### config.mk
export PLATFORM = sky130hd
export DESIGN_NAME = ap_ctrl_perf_monitor
export DESIGN_NICKNAME = d
export VERILOG_FILES = /design/src/rtl/ap_mon_pkg.sv /design/src/rtl/ap_ch_tracker.sv /design/src/rtl/ap_ctrl_perf_monitor.sv
export SDC_FILE = /design/constraint.sdc
export NUM_CORES = 2
export LEC_CHECK = 0
export CAP_MARGIN = 20
export CORE_ASPECT_RATIO = 2
export CORE_MARGIN = 1
export CORE_UTILIZATION = 40
export CTS_CLUSTER_SIZE = 12
export DETAILED_ROUTE_END_ITERATION = 8
export PLACE_DENSITY = 0.54
export SETUP_SLACK_MARGIN = 0.1
export SLEW_MARGIN = 20
export SYNTH_ARGS = -nofsm -noshare
export SYNTH_HDL_FRONTEND = slang
export SYNTH_SLANG_ARGS = --single-unit
### constraint.sdc
create_clock -name clock -period 4 [get_ports clock]
set_clock_uncertainty 0.05 [all_clocks]
set_input_delay 0.6 -clock clock [delete_from_list [all_inputs] [get_ports clock]]
set_output_delay 0.6 -clock clock [all_outputs]
set_load 0.1 [all_outputs]
### src/rtl/ap_mon_pkg.sv
// Shared types for the ap_ctrl performance monitor: channel/top state enums,
// per-channel statistics record and saturating counter helpers.
package ap_mon_pkg;

    // Stats fields are stored at the widest supported width; CNT_W selects the live bits.
    localparam int unsigned MAX_CNT_W = 64;

    typedef logic [MAX_CNT_W-1:0] cnt_t;

    typedef enum logic [1:0] {
        CH_IDLE,
        CH_BUSY,
        CH_DONE_WAIT
    } ch_state_e;

    typedef enum logic [1:0] {
        TOP_MON,
        TOP_DUMP,
        TOP_END
    } top_state_e;

    typedef struct packed {
        cnt_t count;
        cnt_t lat_last;
        cnt_t lat_min;
        cnt_t lat_max;
        cnt_t stall;
    } ch_stats_t;

    function automatic cnt_t cnt_max(int unsigned w);
        return {MAX_CNT_W{1'b1}} >> (MAX_CNT_W - w);
    endfunction

    function automatic cnt_t sat_inc(cnt_t v, int unsigned w);
        return (v >= cnt_max(w)) ? v : v + cnt_t'(1);
    endfunction

endpackage

### src/rtl/ap_ch_tracker.sv
// One ap_ctrl channel: IDLE/BUSY/DONE_WAIT tracking, latency timer and
// saturating completion/stall statistics. Holds all state while frozen.
module ap_ch_tracker
    import ap_mon_pkg::*;
#(
    parameter int CNT_W = 32
) (
    input  logic      clock,
    input  logic      reset,
    input  logic      freeze_i,
    input  logic      ap_start_i,
    input  logic      ap_done_i,
    input  logic      ap_continue_i,
    output ch_stats_t stats_o,
    output logic      busy_o
);

    ch_state_e state_q;
    cnt_t      timer_q;
    ch_stats_t stats_q;
    logic      complete_d;
    logic      stall_d;

    always_comb begin
        complete_d = 1'b0;
        stall_d    = 1'b0;
        case (state_q)
            CH_BUSY: begin
                complete_d = ap_done_i && ap_continue_i;
                stall_d    = ap_done_i && !ap_continue_i;
            end
            CH_DONE_WAIT: begin
                complete_d = ap_continue_i;
                stall_d    = ap_done_i && !ap_continue_i;
            end
            default: ;
        endcase
    end

    // timer_q counts cycles since the start cycle, so it equals the latency on the completing cycle
    always_ff @(posedge clock) begin
        if (reset) begin
            state_q          <= CH_IDLE;
            timer_q          <= '0;
            stats_q.count    <= '0;
            stats_q.lat_last <= '0;
            stats_q.lat_min  <= cnt_max(CNT_W);
            stats_q.lat_max  <= '0;
            stats_q.stall    <= '0;
        end else if (!freeze_i) begin
            if (stall_d) begin
                stats_q.stall <= sat_inc(stats_q.stall, CNT_W);
            end
            if (complete_d) begin
                stats_q.count    <= sat_inc(stats_q.count, CNT_W);
                stats_q.lat_last <= timer_q;
                if (timer_q < stats_q.lat_min) stats_q.lat_min <= timer_q;
                if (timer_q > stats_q.lat_max) stats_q.lat_max <= timer_q;
            end
            case (state_q)
                CH_IDLE: begin
                    if (ap_start_i) begin
                        state_q <= CH_BUSY;
                        timer_q <= cnt_t'(1);
                    end
                end
                CH_BUSY, CH_DONE_WAIT: begin
                    if (complete_d) begin
                        if (ap_start_i) begin
                            state_q <= CH_BUSY;
                            timer_q <= cnt_t'(1);
                        end else begin
                            state_q <= CH_IDLE;
                            timer_q <= '0;
                        end
                    end else begin
                        if (stall_d) state_q <= CH_DONE_WAIT;
                        timer_q <= sat_inc(timer_q, CNT_W);
                    end
                end
                default: state_q <= CH_IDLE;
            endcase
        end
    end

    assign stats_o = stats_q;
    assign busy_o  = (state_q != CH_IDLE);

endmodule

### src/rtl/ap_ctrl_perf_monitor.sv
// Multi-channel ap_ctrl performance monitor: trackers run until finish, then
// one record per channel is dumped over a valid/ready handshake.
module ap_ctrl_perf_monitor
    import ap_mon_pkg::*;
#(
    parameter int NUM_CH = 4,
    parameter int CNT_W  = 32
) (
    input  logic                    clock,
    input  logic                    reset,
    input  logic [NUM_CH-1:0]       ap_start,
    input  logic [NUM_CH-1:0]       ap_ready,
    input  logic [NUM_CH-1:0]       ap_done,
    input  logic [NUM_CH-1:0]       ap_continue,
    input  logic                    finish,
    input  logic                    rec_ready,
    output logic                    rec_valid,
    output logic [$clog2(NUM_CH):0] rec_ch,
    output logic [CNT_W-1:0]        rec_count,
    output logic [CNT_W-1:0]        rec_lat_last,
    output logic [CNT_W-1:0]        rec_lat_min,
    output logic [CNT_W-1:0]        rec_lat_max,
    output logic [CNT_W-1:0]        rec_stall,
    output logic                    rec_incomplete,
    output logic                    dump_done
);

    localparam int IDX_W = $clog2(NUM_CH) + 1;
    localparam logic [IDX_W-1:0] LAST_IDX = IDX_W'(NUM_CH - 1);

    top_state_e        state_q;
    logic [IDX_W-1:0]  idx_q;
    logic              rec_valid_q;
    logic              dump_done_q;
    logic              freeze;
    ch_stats_t         stats [NUM_CH];
    logic [NUM_CH-1:0] busy;
    ch_stats_t         sel;
    logic              sel_busy;
    logic              unused_obs;

    assign freeze = (state_q != TOP_MON);

    for (genvar g = 0; g < NUM_CH; g++) begin : g_ch
        ap_ch_tracker #(.CNT_W(CNT_W)) u_trk (
            .clock        (clock),
            .reset        (reset),
            .freeze_i     (freeze),
            .ap_start_i   (ap_start[g]),
            .ap_done_i    (ap_done[g]),
            .ap_continue_i(ap_continue[g]),
            .stats_o      (stats[g]),
            .busy_o       (busy[g])
        );
    end

    always_ff @(posedge clock) begin
        if (reset) begin
            state_q     <= TOP_MON;
            idx_q       <= '0;
            rec_valid_q <= 1'b0;
            dump_done_q <= 1'b0;
        end else begin
            case (state_q)
                TOP_MON: begin
                    if (finish) begin
                        state_q     <= TOP_DUMP;
                        idx_q       <= '0;
                        rec_valid_q <= 1'b1;
                    end
                end
                TOP_DUMP: begin
                    if (rec_ready) begin
                        if (idx_q == LAST_IDX) begin
                            state_q     <= TOP_END;
                            idx_q       <= '0;
                            rec_valid_q <= 1'b0;
                            dump_done_q <= 1'b1;
                        end else begin
                            idx_q <= idx_q + IDX_W'(1);
                        end
                    end
                end
                TOP_END: ;
                default: state_q <= TOP_MON;
            endcase
        end
    end

    always_comb begin
        sel      = '0;
        sel_busy = 1'b0;
        for (int i = 0; i < NUM_CH; i++) begin
            if (idx_q == IDX_W'(i)) begin
                sel      = stats[i];
                sel_busy = busy[i];
            end
        end
    end

    // ap_ready is observe-only; stats bits above CNT_W are always zero
    assign unused_obs = ^{ap_ready, sel};

    assign rec_valid      = rec_valid_q;
    assign dump_done      = dump_done_q;
    assign rec_ch         = idx_q;
    assign rec_count      = sel.count[CNT_W-1:0];
    assign rec_lat_last   = sel.lat_last[CNT_W-1:0];
    assign rec_lat_min    = (sel.count == '0) ? '0 : sel.lat_min[CNT_W-1:0];
    assign rec_lat_max    = sel.lat_max[CNT_W-1:0];
    assign rec_stall      = sel.stall[CNT_W-1:0];
    assign rec_incomplete = rec_valid_q && sel_busy;

endmodule

==> results.md <==
- Failing checks: setup timing
- DRC errors left: 0
- Worst-Skew Late Latency: 0.82 ns
- Vias after detailed routing: a little over 60000
- Leading area contributor after synthesis: dfxtp_1
- Power Density: 393 mW/mm²
- Die area: approximately 0.18 mm²
- Global-route total usage across every layer: between 20% and 30%
- Tcrit/Tclk final: 112%
- Critical Path Sink Type: primary output
- Setup crit start: rec_ch[1]$_SDFFE_PP0P_
- Synth top cells by count: dfxtp_1, nand2_1, nor2_1
- Final core utilization: 48.5%
- # IOs: 186
- CTS tree: built
- Hold depth: 2
- Most numerous cell in the Yosys netlist: dfxtp_1
- Yosys top cell area share: 40.5%
- Final setup viols: 78
- Worst reg2reg path depth: 11
- Synth-to-layout area growth: 20.2%
- Count of cell types in the netlist: 76
- Crit Path Class: reg -> out
- Clock Path Buffers: 4
- Pleak: 33.9 nW
- Height of the die: 595 µm
- TritonCTS Buffers: 152
- Main area contributors after synthesis: dfxtp_1, ha_1, nand2_1
- Overall die width: 299 µm
- DR iter-0 viols: 3607
- Final max-slew violation count: 0
- Placed cells: roughly 11000
- Worst hold slack: 0.137 ns
- Drt via density: 5.50
- Mapped Avg Cell Area: 8.36 µm²
- Mapped Area: 0.0704 mm²
- Initial DRT Pass Iterations: 6
- Starting Density: between 40 and 50%
- Synthesis-stage register bit count: 1423
- GP Congestion: 0.953
- Total power: 0.0332 W
- Proportion of layout cells with a drive suffix above 1: 11.2%
- Final Hold Viols: 0
- Worst Slack Setup Final: -0.479 ns
- WL/cell: 21.7 µm
- Worst VDD drop: 369 µV
- Vias in the first global route: around 60000
- Synth warnings: 0
- Largest net degree at the start of global routing: 221
- Worst setup SP type: flip-flop
- Worst-path fanout max: 8
- Critical path data arrival time: 3.83 ns
- Post-route ant nets: 0
- Sequential cell area fraction in the yosys report: between 40% and 50%
- Global-route wire length before repair: around 360 mm
- CTS root buffer: clkbuf_16
- Synth async-reset ratio: 0%
- Hold Path Class: in -> reg
- Grt ovf: 0
- Dpl hpwl: roughly 180 mm
- Row count: 217
- CTS Hold Bufs: 0
- Htree depth: 4
- Hold path start: reset
- Final wirelength: about 240 mm
- EDFF count, synth: 0
- Placement Setup Slack: 0.0218 ns
- Port Buffers: 181
- Slew headroom: 28.4%
- RSZ-0062 raised after global routing: true
- Core area: 0.175 mm²
- Status: finished, violations left
- Req. time, crit path: 3.35 ns
- Post-route insts no fill: 11000
- Reg2reg start: g_ch[0].u_trk.timer_q[41]$_SDFFE_PP0P_
- Slew at the pin with the worst max-slew slack: 1.06 ns
- CTS Sinks: 1423
- Tmin final: 4.48 ns
- Predominant post-synthesis flop cell: dfxtp_1
- Initial antenna violation count: 4
- Final layout net count: 9201
- Max Cap Violations: 0
- Clock transition at the registers of the reported paths: 0.06 ns
- Post-Syn Nets: 8978
- Max Fclk: around 220 MHz
- Cells after synthesis: ~8400
==> final cells by class <==
type | instances | area, µm²
Antenna cell | 3 | 7.51
Clock buffer | 202 | 4230
Clock inverter | 13 | 148
Fill cell | 16500 | 90000
Inverter | 616 | 2330
Multi-Input combinational cell | 5928 | 39700
Sequential cell | 1423 | 28500
Tap cell | 2299 | 2880
Timing Repair Buffer | 520 | 6800
==> power breakdown <==
| part | switching (W) | internal, W | leakage [nW] |
|---|---|---|---|
| sequential | 0.000241 | 0.0144 | 11.5 |
| clock | 0.00588 | 0.00746 | 2.15 |
| combinational | 0.00362 | 0.00165 | 20.2 |
==> final timing paths <==
kind	endpoint	slack (ns)
min reg2reg	g_ch[2].u_trk.stats_o[217]$_SDFFE_PP0P_	0.40
max reg2reg	g_ch[0].u_trk.stats_o[131]$_SDFFE_PP1P_	0.37
min	g_ch[0].u_trk.stats_o[61]$_SDFFE_PP0P_	0.14
max	rec_lat_min[4]	-0.48
==> cells in the final DEF, fill, tap and decap left out, drive strengths merged, types with 47 or more instances in the layout <==
cell type,n
a211oi,56
a21o,125
a21oi,441
a221o,107
a221oi,52
a31oi,47
and3,132
and4,55
buf,489
clkbuf,214
dfxtp,1423
ha,540
inv,616
mux2i,391
nand2,1245
nand3,285
nand4,223
nor2,642
nor2b,285
nor3,111
nor4,137
o21ai,416
or3,54
xnor2,166
xor2,161
==> logic make-up (layout without fill, tap and decap cells) <==
logic type | count (synthesis) | after routing | share of synthesized area (%)
AND/OR/NAND/NOR | 3301 | 3301 | 22.3
adder cells (fa/ha/maj) | 540 | 540 | 9.60
multiplexers | 393 | 393 | 5.59
flip-flops | 1423 | 1423 | 40.5
XOR/XNOR | 327 | 327 | 4.07
AO/OA/AOI/OAI | 1367 | 1367 | 12.1
buffers and inverters | 1067 | 1351 | 5.77
other | 0 | 3 | 0
==> worst max-delay path, cell delays in order (launching register included) <==
cell	delay (ns)
dfxtp_4	0.37
inv_2	0.09
ha_4	0.21
buf_4	0.16
nand3b_1	0.12
a221o_1	0.21
a21oi_4	0.07
or4_4	0.57
nor4_4	0.20
o2111ai_2	0.19
nor4_4	0.21
buf_12	0.19
buf_16	0.17
nor2_4	0.06
buf_12	0.19
==> through the flow <==
step	cell area [µm²]	setup TNS (ns)
after detailed placement	78800	0
after floorplan	71900	-2.10
after global routing	84600	-22.87
after global placement	78800	0
after CTS	83700	-20.20
final	84600	-16.68
==> flip-flops by register name, indices dropped and copies added (netlist names) <==
register and count:
g_ch.u_trk.timer_q 256, rec_ch 3, state_q 2, g_ch.u_trk.state_q 8, g_ch.u_trk.stats_o 1152, rec_valid 1, dump_done 1
==> timing repair <==
| action | 4_1_cts | 5_1_grt |
|---|---|---|
| endpoints found under the setup margin | 129 | 126 |
| pin swaps | 25 | 28 |
| setup buffers | 14 | 29 |
| resized for setup | 77 | 128 |
| gates cloned | 5 | 14 |
==> routing by layer <==
layer	GRT usage (%)	routed length, µm
met2	47.4	122000
met3	3.18	10300
met5	0	13
met4	19.0	20100
met1	26.9	86200
No activity file was read; power rests on OpenSTA's default activity.
